$ cat src/rtl/regfile_writeback.sv
// regfile_writeback: arbitrates the register file's single write port between
// the single-cycle ALU path (priority, no backpressure) and the buffered
// long-latency memory/divide path. A head entry that keeps losing to the ALU
// eventually raises alu_stall so the buffered result can drain.
// Optional macro WB_PERF_COUNTERS_EN adds stall_cycles / mem_block_cycles.
module regfile_writeback #(
   parameter int DATA_WIDTH    = 32,
   parameter int NUM_REGISTERS = 32,
   parameter int FIFO_DEPTH    = 2,
   parameter int STARVE_LIMIT  = 4
) (
   input  logic                             clk,
   input  logic                             rst_n,
   input  logic                             alu_valid,
   input  logic [$clog2(NUM_REGISTERS)-1:0] alu_rd,
   input  logic [DATA_WIDTH-1:0]            alu_data,
   output logic                             alu_stall,
   input  logic                             mem_valid,
   output logic                             mem_ready,
   input  logic [$clog2(NUM_REGISTERS)-1:0] mem_rd,
   input  logic [DATA_WIDTH-1:0]            mem_data,
   output logic                             wb_write,
   output logic [$clog2(NUM_REGISTERS)-1:0] wb_reg,
   output logic [DATA_WIDTH-1:0]            wb_data,
   output logic [$clog2(FIFO_DEPTH):0]      fifo_count
`ifdef WB_PERF_COUNTERS_EN
   ,
   output logic [31:0]                      stall_cycles,
   output logic [31:0]                      mem_block_cycles
`endif
);

   localparam int IDX_W = $clog2(NUM_REGISTERS);
   localparam int PTR_W = $clog2(FIFO_DEPTH);
   localparam int CNT_W = PTR_W + 1;
   localparam int STV_W = $clog2(STARVE_LIMIT + 1);

   logic [IDX_W-1:0]      slot_rd   [FIFO_DEPTH];
   logic [DATA_WIDTH-1:0] slot_data [FIFO_DEPTH];

   logic [PTR_W-1:0]      head_q, head_d, tail_q, tail_d;
   logic [CNT_W-1:0]      count_q, count_d;
   logic [STV_W-1:0]      starve_q, starve_d;
   logic                  stall_q, stall_d;
   logic                  wb_write_q, wb_write_d;
   logic [IDX_W-1:0]      wb_reg_q, wb_reg_d;
   logic [DATA_WIDTH-1:0] wb_data_q, wb_data_d;

   logic                  fifo_full, fifo_nonempty, push, pop, issue;
   logic [IDX_W-1:0]      issue_rd;
   logic [DATA_WIDTH-1:0] issue_data;

   // Occupancy is taken from the start of the cycle: a full FIFO refuses a
   // push even when it pops in the same cycle, and a fresh entry is not
   // visible to the arbiter until the next cycle.
   assign fifo_full     = (count_q == CNT_W'(FIFO_DEPTH));
   assign fifo_nonempty = (count_q != '0);
   assign mem_ready     = !fifo_full;
   assign push          = mem_valid && !fifo_full;

   // Buffer slots: each entry captures the offered result when the tail points at it.
   for (genvar gi = 0; gi < FIFO_DEPTH; gi++) begin : g_entry
      logic [IDX_W-1:0]      rd_q;
      logic [DATA_WIDTH-1:0] data_q;

      // Write this slot on an accepted push targeting it.
      always_ff @(posedge clk) begin
         if (push && (tail_q == PTR_W'(gi))) begin
            rd_q   <= mem_rd;
            data_q <= mem_data;
         end
      end

      assign slot_rd[gi]   = rd_q;
      assign slot_data[gi] = data_q;
   end

   // Arbitration: starved head first, then ALU, then any buffered result.
   always_comb begin
      pop        = 1'b0;
      issue      = 1'b0;
      issue_rd   = '0;
      issue_data = '0;
      if (stall_q && fifo_nonempty) begin
         pop        = 1'b1;
         issue      = 1'b1;
         issue_rd   = slot_rd[head_q];
         issue_data = slot_data[head_q];
      end else if (alu_valid) begin
         issue      = 1'b1;
         issue_rd   = alu_rd;
         issue_data = alu_data;
      end else if (fifo_nonempty) begin
         pop        = 1'b1;
         issue      = 1'b1;
         issue_rd   = slot_rd[head_q];
         issue_data = slot_data[head_q];
      end
   end

   // Next-state: writeback port, FIFO pointers/count, starvation and stall.
   always_comb begin
      // x0 is never written; an issue to it just consumes the source.
      wb_write_d = issue && (issue_rd != '0);
      wb_reg_d   = wb_reg_q;
      wb_data_d  = wb_data_q;
      if (wb_write_d) begin
         wb_reg_d  = issue_rd;
         wb_data_d = issue_data;
      end

      head_d  = pop  ? head_q + PTR_W'(1) : head_q;
      tail_d  = push ? tail_q + PTR_W'(1) : tail_q;
      count_d = count_q;
      if (push && !pop) begin
         count_d = count_q + CNT_W'(1);
      end else if (pop && !push) begin
         count_d = count_q - CNT_W'(1);
      end

      starve_d = '0;
      if (fifo_nonempty && !pop) begin
         starve_d = (starve_q == STV_W'(STARVE_LIMIT)) ? starve_q : starve_q + STV_W'(1);
      end

      // Raise the stall as the counter hits the limit; hold it until the head drains.
      stall_d = !pop && (stall_q || (starve_d == STV_W'(STARVE_LIMIT)));
   end

   // Control and writeback registers with asynchronous clear.
   always_ff @(posedge clk or negedge rst_n) begin
      if (!rst_n) begin
         head_q     <= '0;
         tail_q     <= '0;
         count_q    <= '0;
         starve_q   <= '0;
         stall_q    <= 1'b0;
         wb_write_q <= 1'b0;
         wb_reg_q   <= '0;
         wb_data_q  <= '0;
      end else begin
         head_q     <= head_d;
         tail_q     <= tail_d;
         count_q    <= count_d;
         starve_q   <= starve_d;
         stall_q    <= stall_d;
         wb_write_q <= wb_write_d;
         wb_reg_q   <= wb_reg_d;
         wb_data_q  <= wb_data_d;
      end
   end

   assign alu_stall  = stall_q;
   assign wb_write   = wb_write_q;
   assign wb_reg     = wb_reg_q;
   assign wb_data    = wb_data_q;
   assign fifo_count = count_q;

`ifdef WB_PERF_COUNTERS_EN
   logic [31:0] stall_cycles_q, stall_cycles_d;
   logic [31:0] mem_block_cycles_q, mem_block_cycles_d;

   // Free-running event counters; they wrap naturally at 2^32.
   always_comb begin
      stall_cycles_d     = stall_cycles_q + (stall_q ? 32'd1 : 32'd0);
      mem_block_cycles_d = mem_block_cycles_q + ((mem_valid && fifo_full) ? 32'd1 : 32'd0);
   end

   // Performance counter registers.
   always_ff @(posedge clk or negedge rst_n) begin
      if (!rst_n) begin
         stall_cycles_q     <= '0;
         mem_block_cycles_q <= '0;
      end else begin
         stall_cycles_q     <= stall_cycles_d;
         mem_block_cycles_q <= mem_block_cycles_d;
      end
   end

   assign stall_cycles     = stall_cycles_q;
   assign mem_block_cycles = mem_block_cycles_q;
`endif

endmodule

$ cat config.mk
export PLATFORM = sky130hd
export DESIGN_NAME = regfile_writeback
export DESIGN_NICKNAME = d
export VERILOG_FILES = /design/src/rtl/regfile_writeback.sv
export SDC_FILE = /design/constraint.sdc
export NUM_CORES = 1
export LEC_CHECK = 0
export CORE_AREA = 2 2 103 105
export CTS_CLUSTER_SIZE = 28
export DETAILED_ROUTE_END_ITERATION = 6
export DIE_AREA = 0 0 105 107
export GPL_TIMING_DRIVEN = 1
export PLACE_DENSITY = 0.79
export REMOVE_ABC_BUFFERS = 1
export SLEW_MARGIN = 20
export SYNTH_ARGS = -nofsm -noshare
export SYNTH_HDL_FRONTEND = slang
export SYNTH_SLANG_ARGS = --single-unit
$ cat constraint.sdc
create_clock -name clk -period 3.6 [get_ports clk]
set_clock_uncertainty 0.15 [all_clocks]
set_input_delay 1.08 -clock clk [delete_from_list [all_inputs] [get_ports clk]]
set_output_delay 1.08 -clock clk [all_outputs]
set_load 0.03 [all_outputs]
Word-level counts from Yosys, hierarchy flattened
Cells that the tools add are included.
W data, S select, Z words.
{"block": "totals", "out_inout_bits": 42, "input_bits": 78, "regBits": 120, "elab_cells": 60}
{"block": "classes", "bitwise_logic": 2, "muxes": 21, "eq_ne": 3, "addsub": 5, "n_lt_le_gt_ge": 1, "n_reduce_logical": 16}
{"operator": "$mux W32", "n": 6}
{"operator": "$mux W5", "n": 6}
{"operator": "$logic_and A1 B1 Y1", "n": 9}
{"operator": "$eq A3 B3 Y1 const B", "n": 2}
{"operator": "$mux W3", "n": 2}
{"operator": "$mux W1", "n": 5}
{"operator": "$reduce_bool A5 Y1", "n": 1}
{"operator": "$mux W2", "n": 2}
{"operator": "$reduce_bool A2 Y1", "n": 2}
{"operator": "$add A3 B1 Y3 const B", "n": 1}
{"operator": "$logic_not A1 Y1", "n": 3}
{"operator": "$add A1 B1 Y1 const B", "n": 2}
{"operator": "$add A2 B1 Y2 const B", "n": 1}
{"operator": "$eq A2 B2 Y1 const B", "n": 1}
{"operator": "$ge A2 B2 Y1 const B", "n": 1}
{"operator": "$not A1 Y2", "n": 1}
{"operator": "$sub A2 B1 Y2 const B", "n": 1}
{"operator": "$logic_or A1 B1 Y1", "n": 1}
{"operator": "$not A1 Y1", "n": 1}

Logic depth before layout (Yosys ltp)
Gate-level depths: netlist of run 1.
{"block": "depth", "ltp_word": 10, "mapped_depth": 9, "mapped_depth_nobuf": 7}

Worst setup path after synthesis of run 1
No wires, ideal clock.
{"block": "synth_path", "path_kind": "reg-to-reg", "startpoint": "register count_q[0] (netlist: fifo_count[0])", "endpoint": "register g_entry[0].data_q[0], enable pin", "path_stages_with_launch": 5, "setup_slack_ns": 0.260, "setup_ns": 0.431, "t_arrival_ns": 2.758, "synth_period_minus_slack_ns": 3.340, "n_path_buf": 1, "required_time_ns": 3.019, "cell_sequence": "dfrtp_1 -> buf_4 -> nand2b_1 -> nand2_1 -> nor2_1"}
{"block": "synth_via", "elab_chain_len": 4}
{"element": "start, declared", "line_no": "42", "rtl": "logic [CNT_W-1:0] count_q, count_d;"}
{"element": "start signal, assigned", "line_no": "144", "rtl": "count_q <= count_d;"}
{"element": "$eq A2 B2 Y1", "line_no": "56", "rtl": "assign fifo_full = (count_q == CNT_W'(FIFO_DEPTH));"}
{"element": "$logic_not A1 Y1"}
{"element": "net mem_ready", "line_no": "19", "rtl": "output logic mem_ready,"}
{"element": "$logic_and A1 B1 Y1", "line_no": "59", "rtl": "assign push = mem_valid && !fifo_full;"}
{"element": "$logic_and A1 B1 Y1", "line_no": "68", "rtl": "if (push && (tail_q == PTR_W'(gi))) begin"}
{"element": "end signal, assigned", "line_no": "70", "rtl": "data_q <= mem_data;"}
{"element": "end, declared", "line_no": "64", "rtl": "logic [DATA_WIDTH-1:0] data_q;"}
The timed path passes the listed nets, and every way through them passes these cells.
A chain may end at the register's enable or synchronous reset.

Worst setup path after layout of run 1
{"block": "layout_path", "startpoint": "register count_q[0] (netlist: fifo_count[0])", "endpoint": "output port mem_ready"}
{"block": "layout_via", "elab_chain_len": 2}
{"element": "$eq A2 B2 Y1", "line_no": "56"}
{"element": "$logic_not A1 Y1", "line_no": "58", "rtl": "assign mem_ready = !fifo_full;"}
{"element": "end, declared", "line_no": "19"}
Every way passes these cells.

==> metrics.txt, run 1 <==
crit path capture type primary output; Synth Instances around 300; clk sinks 120; Starting Density 48.18%; vias per inst a little over 5; Post-CTS Resized 0; Post-CTS Hold Fix Bufs 0; Worst setup SP type flop; post-DP HPWL roughly 6400 microns; met1 Usage GRT a little under a quarter; Compound-Gate Fraction of Synth Area roughly 8.4%; unrepaired setup endpoints after global routing no; r2r endpoint wb_data[29]$_DFFE_PN0P_; global-route wire length before repair 16070 microns; Clk pin slew, worst setup/hold paths around 0.06 ns; Critical Path AT about 1.9 ns; Async SR Flop Fraction 38.33%; Biggest register g_entry.data_q; clock latency at the later pin of the worst-skew pair 0.51 ns; CP Data Required Time 2.37 ns; max_cap viols 0; mux contribution to synthesized area between 10% and 20%; GRT Overall Usage between 10% and 20%; core area between 0.01 and 0.015 sq mm; most common cell in the synthesized netlist edfxtp_1; area share of the largest cell type after synthesis a little under half; Simple-Gate Fraction of Synth Area under 10%; main combinational cell family by area after synthesis multiplexers; vias in the first global route approximately 3200; initial antenna violation count 0; Post-CTS Setup Inserts 0; Post-synth EDFFs between 70 and 80; drt drc 0; fin area between 0.006 and 0.007 sq mm; clk buf depth 2; routing usage on met3 approximately 5.8%; Least-Margin Pin Slew approximately 0.59 ns; reg-to-reg slack, setup about 1.4 ns; synthesized-area fraction occupied by adder cells less than 1%; crit path max fanout 8; Die Y roughly 110 microns; Post-Syn Area 0.004862 sq mm; Core Util, Final about two thirds; cells taking the most area after synthesis edfxtp_1 (46%), dfrtp_1 (24%), mux2i_1 (7.6%); Synth cell types 35; proportion of layout cells with a drive suffix above 1 17.35%; Final WS setup 0.5152 ns; Peak VDD IR 0.4438 mV; syn_area_per_cell roughly 16 sq um; # port buffers 119; Post-Place Worst Slack roughly 0.29 ns; worst setup path start fifo_count[0]$_DFFE_PN0P_; setup violators final 0; worst r2r src g_entry[0].rd_q[2]$_DFFE_PP_; slew margin rel. a little over 60%; endpoints failing hold 0; R2R depth 5; placed insts 542; final critical-path required period 3.085 ns; DR iter-0 viols 96; CTS tree built; critical path class flop to primary output; Slew Limit Fails 0; routability cong. just under 0.8; synth warn 0; DIE AREA approximately 0.011 sq mm; Remaining Overflow, GRT 0; I/O Pins 120; Final #Nets 506; vias 2984; status finished, final reports clean; filler-free cell count of the finished design approximately 570; Yosys top cell by area edfxtp_1; Seq/Total Area, Yosys between 60% and 70%; row cnt 37; fillcell total 731; P_leak ~2.6 nW; Max Freq about 320 MHz; DRT Pass-1 Iters 6; wire per inst 17.28 microns; power density cells around 840 mW/mm^2; DIE WIDTH roughly 110 microns; Largest register FFs 64; ANT cells 0; placed standard-cell area 0.006215 sq mm; Synth Flop Type edfxtp_1; GR Layer Usage met2 between 30 and 40%; Antenna Nets Post-Route 0; worst min path class flop to flop; Total Wirelength around 9900 microns; final period utilization a little under nine tenths; Post-synth top cells edfxtp_1 (74), dfrtp_1 (46), mux2i_1 (37); Area growth, synth to finish 40.17%; GR peak layer met2; critical path capture point mem_ready; largest net degree at the start of global routing between 40 and 50; FF+latch count, synth 120; H-Tree Depth 4; Num CTS Buffers 17; Synth Area in XOR/XNOR less than 1%; Root Buffer clkbuf_8
## layout make-up
cell class / count / area, sq um / share of cell area, %
clock buffers: 18 / 427.9 / 6.279
clock inverters: 14 / 172.7 / 2.534
inverters: 8 / 30.03 / 0.4406
multi-input cells: 152 / 1376 / 20.19
flip-flops and latches: 120 / 3374 / 49.51
well taps: 136 / 170.2 / 2.497
repair buffers: 126 / 1264 / 18.54
## kinds of logic (layout without fill, tap and decap cells)
| logic type | Yosys count | count (layout) |
|---|---|---|
| DFF | 120 | 120 |
| muxes | 69 | 69 |
| AOI/OAI and AO/OA | 47 | 47 |
| and+or+nand+nor | 28 | 28 |
| buffers and inverters | 25 | 166 |
| xor gates and xnor gates | 5 | 5 |
| adders and majority gates | 3 | 3 |
## how the worst min path moves through the flow
stage | slack [ns] | depth (start not counted) | to | startpoint
2_1_floorplan | 0.31 | 1 | tail_q$_DFFE_PN0N_ | tail_q$_DFFE_PN0N_
3_3_place_gp | 0.34 | 1 | wb_data[28]$_DFFE_PN0P_ | wb_data[28]$_DFFE_PN0P_
3_5_place_dp | 0.34 | 1 | wb_data[3]$_DFFE_PN0P_ | wb_data[3]$_DFFE_PN0P_
4_1_cts | 0.36 | 1 | wb_data[22]$_DFFE_PN0P_ | wb_data[22]$_DFFE_PN0P_
5_1_grt | 0.37 | 1 | wb_data[22]$_DFFE_PN0P_ | wb_data[22]$_DFFE_PN0P_
6_report | 0.36 | 1 | wb_data[31]$_DFFE_PN0P_ | wb_data[31]$_DFFE_PN0P_
## worst max-delay path: stages, from the launching register on
cell	delay, ns
dfrtp_1	0.47
nand2b_1	0.19
clkdlybuf4s50_1	0.68
## per-layer routing
layer / up-vias / wire, microns
met5: - / 0
met4: 0 / 178
met3: 19 / 552
met2: 103 / 5077
met1: 1454 / 4112
li1: 1408 / -
## power by group
group / switching, mW / internal, mW / total [mW] / leakage (nW)
Clock: 0.607 / 1.08 / 1.68 / 0.280
Sequential: 0.213 / 1.91 / 2.13 / 1.25
Combinational: 1.04 / 0.854 / 1.89 / 1.09
## layout by cell type (no fill, tap or decap), types with 2 or more instances in the layout
master / count
nor2_1: 5
nor2b_1: 2
buf_12: 2
buf_4: 5
mux2i_1: 37
edfxtp_1: 74
clkbuf_8: 2
o21ai_0: 4
clkbuf_16: 16
nor3b_1: 2
mux2_2: 30
xnor2_1: 3
xor2_1: 2
inv_6: 3
o2bb2ai_1: 32
inv_1: 8
bufinv_16: 3
o21a_1: 2
clkinv_2: 2
dfrtp_1: 45
nand3_1: 2
mux2_1: 2
clkinvlp_4: 5
o221ai_1: 4
clkdlybuf4s50_1: 118
or4_1: 2
ha_1: 3
nand2_1: 7
## metrics by stage
step                hold WS (ns)  setup TNS [ns]  power (mW)
floorplan                 0.3108          -10.95       3.279
global placement          0.3402               0       3.999
detailed placement        0.3449               0       4.061
CTS                       0.3599               0       5.765
global route              0.3697               0       5.976
finish                    0.3563               0       5.699
No activity file was read; power rests on OpenSTA's default activity.
==> run 2, diff against run 1 <==
--- a/config.mk
+++ b/config.mk
@@ -11,6 +11,7 @@
 export DIE_AREA = 0 0 105 107
 export GPL_TIMING_DRIVEN = 1
 export PLACE_DENSITY = 0.79
+export RECOVER_POWER = 50
 export REMOVE_ABC_BUFFERS = 1
 export SLEW_MARGIN = 20
 export SYNTH_ARGS = -nofsm -noshare
==> run 2 against run 1 <==
Combinational power is essentially flat. Via count grew 0.17%. Total power shrank 0.40%. Die area is the same. Clock-buffer cell count is the same. Routed wire length is essentially flat. Sequential share of layout area grew 0.13 points. First-iteration DRC count grew 4.2%. Maximum frequency is essentially flat. Core utilization shrank 0.17 points. Cell area shrank 0.26%. Global-route usage is the same.
==> metrics.txt, run 2 (synthesized netlist as in run 1, its figures left out) <==
status finished, final reports clean; setup violators final 0 (unchanged); fillcell total 734 (+0.41%); routability cong. 0.7693 (unchanged); final period utilization 85.70% (about the same); vias per inst 5.207 (+0.17%); ANT cells 0 (unchanged); clock latency at the later pin of the worst-skew pair 0.51 ns (about the same); most common cell after layout, fill and taps aside clkdlybuf4s50_1; clk buf depth 2 (unchanged); row cnt 37 (unchanged); largest net degree at the start of global routing 41 (unchanged); endpoints failing hold 0 (unchanged); max_cap viols 0 (unchanged); vias in the first global route 3203 (unchanged); DR iter-0 viols 100 (+4.2%); Antenna Nets Post-Route 0 (unchanged); Buf/Inv on CP 1 (unchanged); Post-CTS Setup Inserts 0 (unchanged); delay of the slowest cell on the worst path 0.68 ns (about the same); Peak VDD IR 0.4435 mV (about the same); Clk pin slew, worst setup/hold paths 0.06 ns (about the same); slew margin rel. 6.009% (-54 points); DRT Pass-1 Iters 6 (unchanged); Die Y 107 microns (unchanged); Critical Path AT 1.86 ns (about the same); most frequent cells in the layout clkdlybuf4s50_1 (79), edfxtp_1 (74), dfrtp_1 (45); H-Tree Depth 4 (unchanged); Biggest register g_entry.data_q; Num CTS Buffers 17 (unchanged); CP max stage cell clkdlybuf4s50_1; Largest register FFs 64 (unchanged); Post-Place Worst Slack 0.2854 ns (unchanged); DIE WIDTH 105 microns (unchanged); core area 0.01009 sq mm (unchanged); CTS tree built; I/O Pins 120 (unchanged); Final WS setup 0.5148 ns (-0.0003670 ns); global-route wire length before repair 16070 microns (unchanged); CP Data Required Time 2.37 ns (about the same); crit path max fanout 8 (unchanged); Max Freq 324.1 MHz (about the same); Root Buffer clkbuf_8; worst min path class flop to flop; Slew Limit Fails 0 (unchanged); Remaining Overflow, GRT 0 (unchanged); # port buffers 119 (unchanged); Power Total 5.676 mW (-0.40%); Post-CTS Resized 0 (unchanged); initial antenna violation count 0 (unchanged); Min-Delay Path Depth 1 (unchanged); Least-Margin Pin Slew 1.410 ns (+0.8168 ns); unrepaired setup endpoints after global routing no; Crit path depth 2 (unchanged); DIE AREA 0.01124 sq mm (unchanged); Post-CTS Hold Fix Bufs 0 (unchanged); drt drc 0 (unchanged); post-DP HPWL 6450 microns (unchanged); Area growth, synth to finish 39.81%; critical path class flop to primary output; vias 2989 (+0.17%); crit-path leading delay family buffers and inverters; clk sinks 120 (unchanged); P_leak 2.618 nW (+0.14%); proportion of layout cells with a drive suffix above 1 16.89% (-0.46 points); worst hold slack 0.3563 ns (+0.000003000 ns); crit path capture type primary output; final critical-path required period 3.085 ns (+0.0003670 ns); Starting Density 48.18% (unchanged); CP Cell Sequence nand2b_1, clkdlybuf4s50_1; wire per inst 17.27 microns (about the same); setup_tns 0 ns (unchanged); R2R depth 3 (-2); Final #Nets 506 (unchanged); GRT Overall Usage 19.04% (unchanged); power density cells 835.0 mW/mm^2 (-0.14%); Total Wirelength 9912 microns (about the same); Worst setup SP type flop
[run 2: changes by cell type in the layout (fill, tap and decap cells not counted)]
cell | previous run | this run
and3_1 | 0 | 1
clkbuf_2 | 0 | 1
buf_12 | 2 | 1
dlygate4sd3_1 | 0 | 39
clkdlybuf4s50_1 | 118 | 79
clkbuf_1 | 0 | 1
and3_2 | 1 | 0
buf_2 | 1 | 0
[run 2: metrics by stage]
stage,utilization [%],std cells,instance area (sq um)
after global placement,61.58,542,6215
after detailed placement,61.58,542,6215
final,67.36,574,6798
after floorplan,-,280,4770
after CTS,67.53,574,6815
after global routing,67.36,574,6798
[run 2: final cells by class]
| type | count | area, sq um | share of cell area (%) |
|---|---|---|---|
| sequential | 120 | 3374 | 49.64 |
| multi-input combinational | 152 | 1375 | 20.23 |
| timing repair buffer | 126 | 1247 | 18.35 |
| inverter | 8 | 30.03 | 0.4417 |
| tap | 136 | 170.2 | 2.503 |
| clock buffer | 18 | 427.9 | 6.295 |
| clock inverter | 14 | 172.7 | 2.540 |
[run 2: layer usage]
layer | vias to the layer above | track usage, % | wire length [microns]
met3 | 19 | 5.775 | 523
met1 | 1460 | 22.62 | 4121
met2 | 99 | 32.10 | 5087
li1 | 1411 | - | -
met5 | - | 0 | 0
met4 | 0 | 8.571 | 179
[run 2: power breakdown]
part           leakage, nW  switching [mW]  internal, mW
Sequential            1.25           0.213          1.91
Clock                0.280           0.605          1.08
Combinational         1.09            1.04         0.833
[run 2: path summary, 6_finish.rpt]
kind / slack [ns] / from / end
worst max-delay path: 0.51 / fifo_count[0]$_DFFE_PN0P_ / mem_ready
worst min-delay path: 0.36 / wb_data[31]$_DFFE_PN0P_ / wb_data[31]$_DFFE_PN0P_
worst max register to register: 1.12 / fifo_count[0]$_DFFE_PN0P_ / g_entry[1].rd_q[0]$_DFFE_PP_
worst min register to register: 0.36 / wb_data[31]$_DFFE_PN0P_ / wb_data[31]$_DFFE_PN0P_
max in group asynchronous: 1.52 / rst_n / head_q$_DFFE_PN0P_
min in group asynchronous: 0.73 / rst_n / wb_reg[2]$_DFFE_PN0P_
[run 2: worst register-to-register path, stage by stage, from the launching register on]
cell and delay, ns:
dfrtp_1 0.47, nand2b_1 0.19, and3_1 0.63, clkbuf_2 0.65
==> run 3, diff against run 2 <==
--- a/config.mk
+++ b/config.mk
@@ -10,6 +10,7 @@
 export DETAILED_ROUTE_END_ITERATION = 6
 export DIE_AREA = 0 0 105 107
 export GPL_TIMING_DRIVEN = 1
+export HOLD_SLACK_MARGIN = 0.1
 export PLACE_DENSITY = 0.79
 export RECOVER_POWER = 50
 export REMOVE_ABC_BUFFERS = 1
==> results of run 3 <==
Final layout, timing and power as in run 2 (identical DEF).
